--- src/rtl/jtkunio_rom_nslots.sv ---
// Multi-slot ROM cache front-end: each client slot keeps one cached SDRAM word,
// and misses are arbitrated onto a single SDRAM read port.
module jtkunio_rom_nslots #(
  parameter int SLOTS = 4,
  parameter int AW    = 22,
  parameter int RR    = 1
) (
  input  logic                clk,
  input  logic                rst_n,
  input  logic                flush,
  input  logic [SLOTS-1:0]    slot_cs,
  input  logic [SLOTS*AW-1:0] slot_addr,
  output logic [SLOTS-1:0]    slot_ok,
  output logic [SLOTS*16-1:0] slot_data,
  output logic [AW-1:0]       sdram_addr,
  output logic                sdram_rd,
  input  logic                sdram_ack,
  input  logic                sdram_rdy,
  input  logic [15:0]         data_read
);

  localparam int IW = (SLOTS > 1) ? $clog2(SLOTS) : 1;

  typedef enum logic [1:0] {IDLE, REQ, WAIT} state_t;

  state_t            state, state_nxt;
  logic [IW-1:0]     sel, last, pick;
  logic [SLOTS-1:0]  valid, hit, pend;
  logic [2*SLOTS-1:0] pend2;
  logic [AW-1:0]     tag    [SLOTS];
  logic [15:0]       cache  [SLOTS];
  logic [AW-1:0]     addr_a [SLOTS];
  logic              flushed, start, done, any_pend;

  always_comb begin
    for (int i = 0; i < SLOTS; i++) begin
      addr_a[i]              = slot_addr[i*AW +: AW];
      hit[i]                 = slot_cs[i] & valid[i] & (addr_a[i] == tag[i]);
      slot_data[i*16 +: 16]  = cache[i];
    end
  end

  assign slot_ok  = hit;
  assign pend     = slot_cs & ~hit;
  assign pend2    = {pend, pend};
  assign any_pend = |pend;

  // Round-robin scans the doubled vector starting just past the last-served slot;
  // descending loop so the nearest candidate is the final assignment.
  always_comb begin
    pick = '0;
    for (int j = 2*SLOTS-1; j >= 0; j--) begin
      if (RR != 0) begin
        if (pend2[j] && (j > int'(last)) && (j <= int'(last) + SLOTS))
          pick = IW'(j % SLOTS);
      end else if ((j < SLOTS) && pend2[j]) begin
        pick = IW'(j);
      end
    end
  end

  always_comb begin
    state_nxt = state;
    sdram_rd  = 1'b0;
    start     = 1'b0;
    done      = 1'b0;
    case (state)
      IDLE: begin
        if (any_pend) begin
          start     = 1'b1;
          state_nxt = REQ;
        end
      end
      REQ: begin
        sdram_rd = 1'b1;
        if (sdram_rdy) begin
          done      = 1'b1;
          state_nxt = IDLE;
        end else if (sdram_ack) begin
          state_nxt = WAIT;
        end
      end
      WAIT: begin
        if (sdram_rdy) begin
          done      = 1'b1;
          state_nxt = IDLE;
        end
      end
      default: state_nxt = IDLE;
    endcase
  end

  always_ff @(posedge clk or negedge rst_n) begin
    if (!rst_n) begin
      state      <= IDLE;
      sel        <= '0;
      last       <= IW'(SLOTS-1);
      sdram_addr <= '0;
      flushed    <= 1'b0;
      valid      <= '0;
      for (int i = 0; i < SLOTS; i++) begin
        tag[i]   <= '0;
        cache[i] <= '0;
      end
    end else begin
      state <= state_nxt;
      if (start) begin
        sel        <= pick;
        sdram_addr <= addr_a[pick];
        flushed    <= 1'b0;
      end else if (flush && (state != IDLE)) begin
        flushed <= 1'b1;
      end
      // A fill whose transaction saw a flush keeps its data/tag but stays invalid.
      if (done) begin
        cache[sel] <= data_read;
        tag[sel]   <= sdram_addr;
        last       <= sel;
        if (!flushed) valid[sel] <= 1'b1;
      end
      if (flush) valid <= '0;
    end
  end

endmodule

--- config.mk ---
export PLATFORM = sky130hd
export DESIGN_NAME = jtkunio_rom_nslots
export DESIGN_NICKNAME = d
export VERILOG_FILES = /design/src/rtl/jtkunio_rom_nslots.sv
export SDC_FILE = /design/constraint.sdc
export NUM_CORES = 1
export LEC_CHECK = 0
export CAP_MARGIN = 10
export CORE_ASPECT_RATIO = 1.75
export CORE_MARGIN = 2
export CORE_UTILIZATION = 64
export DETAILED_ROUTE_END_ITERATION = 10
export DONT_BUFFER_PORTS = 1
export PLACE_DENSITY_LB_ADDON = 0.3
export SYNTH_ARGS = -nofsm -noshare
export SYNTH_HDL_FRONTEND = slang
export SYNTH_SLANG_ARGS = --single-unit
--- constraint.sdc ---
create_clock -name clk -period 3.6 [get_ports clk]
set_clock_uncertainty 0.1 [all_clocks]
set_input_delay 0.54 -clock clk [delete_from_list [all_inputs] [get_ports clk]]
set_output_delay 0.54 -clock clk [all_outputs]
set_load 0.03 [all_outputs]
[Word level (Yosys, flattened, before mapping)]
Index checks and enable logic that the tools add are counted.
Storage, ports and cells
  bits in registers: 185
  bits in latches: 0
  bits in writable memories: 0
  memory bits (read-only): 0
  output and inout port bits: 91
  logic and storage cells: 107
  memories kept: 0
Cells by class
  $add $sub $neg: 1
  $mul: 0
  div/mod/pow operators: 0
  order comparisons: 15
  equal/unequal tests: 10
  shift operators: 0
  muxes and demuxes: 33
  bitwise logic cells: 13
  reduce and logical (&&, ||, !) cells: 21
Operators with widths (number)
  less-or-equal comparator 4 x 32 -> 1 bit (first input constant): 4
  bitwise mux 88 bit: 1
  equality test 22 bit: 4
  2-to-1 mux 22 bit: 3
  bitwise mux 64 bit: 1
  less-or-equal comparator 3 x 32 -> 1 bit (first input constant): 2
  binary-select mux 22 bit (select 2 bit): 1
  demux 22 bit (select 2 bit): 1
  demux 16 bit (select 2 bit): 1
  less-or-equal comparator 2 x 32 -> 1 bit (first input constant): 1
  2-to-1 mux 2 bit: 11
  2-to-1 mux 16 bit: 1
  logical AND 1 bit: 13
  2-to-1 mux 4 bit: 3
  bitwise AND 1 bit: 8
  2-to-1 mux 1 bit: 8
  >= comparator 3 bit (second input constant): 2
  inequality test 2 bit (second input constant): 3
  NOT 2 -> 3 bit: 2
  case mux 2 bit (3 select lines): 1
  nonzero test 2 bit: 3
  adder 2 x 3 -> 4 bit (second input constant): 1
  bitwise AND 4 bit: 1
  > comparator 2 bit (first input constant): 2
  other kinds (15): 15

[Logic depth before layout (Yosys ltp)]
  depth after elaboration: 16
  gate-level depth with buffers: 10
  gate-level depth less buffers: 8

[Least setup slack after synthesis]
No wires, ideal clock.
  kind: input to register
  start: input port slot_addr[77]
  end: register sdram_addr[0]
  setup time: 0.127 ns
  data arrival time: 2.746 ns
  required time: 3.373 ns
  path slack: 0.627 ns
  stages on the path: 10
  path buffers: 2
  cells stage by stage: xor2_1 or3_1 or4_4 o21a_4 o211ai_4 o211ai_2 buf_6 buf_6 a211oi_2 a211oi_2
On the way
  longest elaborated chain between the ends: 16
Ends and longest elaborated chain
  start: declaration: RTL line 12  | input logic [SLOTS*AW-1:0] slot_addr,
  equality test 22 bit *: RTL line 38  | hit[i] = slot_cs[i] & valid[i] & (addr_a[i] == tag[i]);
  bitwise AND 1 bit *: RTL line 38
  NOT 4 bit *: RTL line 44  | assign pend = slot_cs & ~hit;
  bitwise AND 4 bit *: RTL line 44
  logical AND 1 bit: RTL line 54  | if (pend2[j] && (j > int'(last)) && (j <= int'(last) + SLOTS))
  2-to-1 mux 2 bit (7 in series): RTL line 54
  NOT 2 -> 3 bit (not written as such): RTL line 109  | sdram_addr <= addr_a[pick];
  binary-select mux 22 bit (select 2 bit): RTL line 109
  2-to-1 mux 22 bit (not written as such) (2 in series): RTL line 109
  end signal: assignment: RTL line 109
  end: declaration: RTL line 15  | output logic [AW-1:0] sdram_addr,
Mark *: on every way between the ends. The rest lies on a longest branch, timed or not. The select of a mux whose other input is x is not followed.
A chain may end at the register's enable or synchronous reset.

[Worst setup path after layout]
  start: register tag[45] (netlist name)
  end: output port slot_ok[1]
On the way
  longest elaborated chain between the ends: 2
Ends and longest elaborated chain
  start: declaration: RTL line 30  | logic [AW-1:0] tag [SLOTS];
  start signal: indexed assignment: RTL line 117  | tag[sel] <= sdram_addr;
  equality test 22 bit: RTL line 38
  bitwise AND 1 bit: RTL line 38
  end: declaration: RTL line 13  | output logic [SLOTS-1:0] slot_ok,
No other way between the ends.

==> reports/qor.yml <==
layout:
  diodes: 0
  final_layout_size_suffix_gt1_frac: 0.380
  nets: 810
  area_growth_pct: 8.56
  layout.cells.non_filler: 886
  fillCellCount: 1009
floorplan:
  rows: 58
  die_x_um: 94.8
  die_area_um2: 15400
  start_util: 0.648
  dieHeight_um: 163
  coreArea_um2: 14200
  ios: 204
synth:
  syn-num-nets: 805
  synth_cells: 689
  yosysTopAreaCell: "dfrtp_1"
  synthArstFlopShare: 1.00
  synthFlopType: "dfrtp_1"
  synth.area.top_cells: "dfrtp_1 (50%), mux2_2 (19%), a211oi_2 (5.7%)"
  post-synth-top-count-cell: "dfrtp_1"
  synth.avg_cell_area_um2: 13.4
  synthesis.area_um2: 9220
  synth_top_cell_area_share: 0.496
  ys_top_cells_by_count: "dfrtp_1 (183), mux2_2 (155), xor2_1 (47)"
  ys_seq_elements: 185
  synth_edf_count: 0
  synth_cell_types: 54
  seq_area_frac_synth: 0.502
  ys_warn_count: 0
sta:
  worst_slew_pin_slew_ns: 0.958
  fin_tns_setup_ns: 0
  finalHoldWorstSlack_ns: -0.294
  setup_viol_count_final: 0
  hold_viol_final: 183
  final-max-slew-violation-count: 0
  rsz0062_at_grt: "no"
  period_minus_slack_ns: 3.25
  max_freq_ghz: 0.308
  relSlewSlack: 0.361
  period_share: 0.902
routing:
  finalWirelength_mm: 24.6
  ant_nets: 0
  first_iter_violations: 402
  avgViaCountPerCell: 6.64
  wire_per_inst_um: 27.8
  num_vias: 5882
  drc_errors: 0
  drtPass1Iterations: 7
setup_path:
  crit_fanout: 2
  cp-end-kind: "output pin"
  endpoint: "slot_ok[1]"
  reg2reg_from: "tag[61]$_DFFE_PN0P_"
  rrSetupSlack_ns: 0.39
  cp.arrival_ns: 2.61
  crit_required_ns: 2.96
  r2r_cells: 9
  r2r_end: "sdram_addr[11]$_DFFE_PN0P_"
  crit_start: "tag[45]$_DFFE_PN0P_"
  startpoint_type: "flop"
  crit_type: "flop to output pin"
clock_tree:
  path_clk_slew_ns: 0.08
  cts_tree: "yes"
  cts_max_path_buffers: 2
  post_cts_buffers: 0
  cts_buffers: 17
  htree_num_levels: 4
  cts_sinks: 185
  clk-insertion-delay-late_ns: 0.43
  cts_resized: 0
  cts-root-buf: "clkbuf_16"
grt:
  grt_pass1_wl_mm: 37.2
  overflow: 0
  track_usage: 0.331
  antenna_found_initial: 0
  grt_max_degree: 186
  grt_pass1_vias: 6522
place:
  io_buffers: 0
  gp_congestion: 0.999
  hpwlAfterDp_mm: 17.9
  placed_cells: 855
flow_run:
  max_cap_violations: 0
power_and_ir_drop:
  p_per_area_nw_per_um2: 1040
  p_leak_nw: 4.04
  ir_drop_uv: 619
status:
  failed_checks: "hold timing"
  status: "finished with violations"
min_path:
  min_path_type: "input pin to async pin"
## cell usage in the layout (no fill, tap or decap), types with 3 or more instances in the layout
cell and count:
or4_1 3, inv_1 9, nand2_1 13, xnor2_1 42, buf_4 19, nor4_1 13
nand3_1 3, clkinvlp_4 3, o2111a_1 22, a211oi_2 42, ha_1 3, inv_8 5
mux2_2 155, mux2i_1 23, clkbuf_16 17, nor4b_1 3, nor2_1 40, xor2_1 47
nand4_1 13, a21oi_1 4, dfrtp_1 183
## power by group
group	switching [W]	internal, W
sequential	0.00189	0.00314
combinational	0.00181	0.00178
clock	0.000853	0.000983
total	0.00455	0.00590
## worst min path at each step
stage / slack [ns] / end / from / cells past startpoint
finish: -0.29 / tag[35]$_DFFE_PN0P_ / rst_n / 0
global route: -0.32 / tag[35]$_DFFE_PN0P_ / rst_n / 0
CTS: -0.31 / sdram_addr[20]$_DFFE_PN0P_ / rst_n / 0
detailed placement: 0.15 / tag[35]$_DFFE_PN0P_ / rst_n / 0
global placement: 0.15 / tag[35]$_DFFE_PN0P_ / rst_n / 0
floorplan: 0.14 / flushed$_DFFE_PN0P_ / rst_n / 0
## critical path: stages (launching register included)
cell and delay (ns):
dfrtp_1 0.39, xnor2_1 0.29, nand2_1 0.08, or3b_2 0.45, nor4bb_1 0.35, nand4_1 0.13
nor3_1 0.27, buf_4 0.23
## routing by layer
| metal | wire, um | vias up | share of wire | global-route usage |
|---|---|---|---|---|
| met5 | 0 | - | 0 | 0 |
| met1 | 8090 | 2960 | 0.33 | 0.351 |
| met4 | 1880 | 0 | 0.076 | 0.239 |
| met2 | 12400 | 310 | 0.50 | 0.544 |
| met3 | 2230 | 83 | 0.091 | 0.104 |
| li1 | - | 2529 | - | - |
## logic make-up (layout without fill, tap and decap cells)
logic type	Yosys count	in the layout	synth area share
DFF	185	185	0.502
adders and majority gates	3	3	0.00407
AOI/OAI and AO/OA	86	86	0.109
muxes	178	178	0.214
buffers and inverters	44	61	0.0271
and+or+nand+nor	104	104	0.0594
xor gates and xnor gates	89	89	0.0845
## metrics by stage
stage	area, um2	total power [W]	util	worst slack, ns
2_1_floorplan	9220	0.00754	-	0.627
3_3_place_gp	9430	0.00842	0.663	0.447
3_5_place_dp	9430	0.00860	0.663	0.365
4_1_cts	10000	0.0105	0.704	0.417
5_1_grt	10000	0.0109	0.704	0.257
6_report	10000	0.0104	0.704	0.354
## final cells by class
cell class	instances	area, um2	share of cell area
flip-flops and latches	185	4630	0.463
multi-input cells	460	4360	0.435
clock buffers	17	425	0.0425
well taps	180	225	0.0225
repair buffers	21	183	0.0182
clock inverters	14	156	0.0156
inverters	9	33.8	0.00337
## state kept, by name, summed over array words and instances, names as in the netlist
| signal | cells |
|---|---|
| slot_data | 64 |
| sdram_addr | 22 |
| tag | 88 |
| flushed | 1 |
| state | 2 |
| last | 2 |
| sel | 2 |
| valid | 4 |
(Power assumes the default switching activity.)
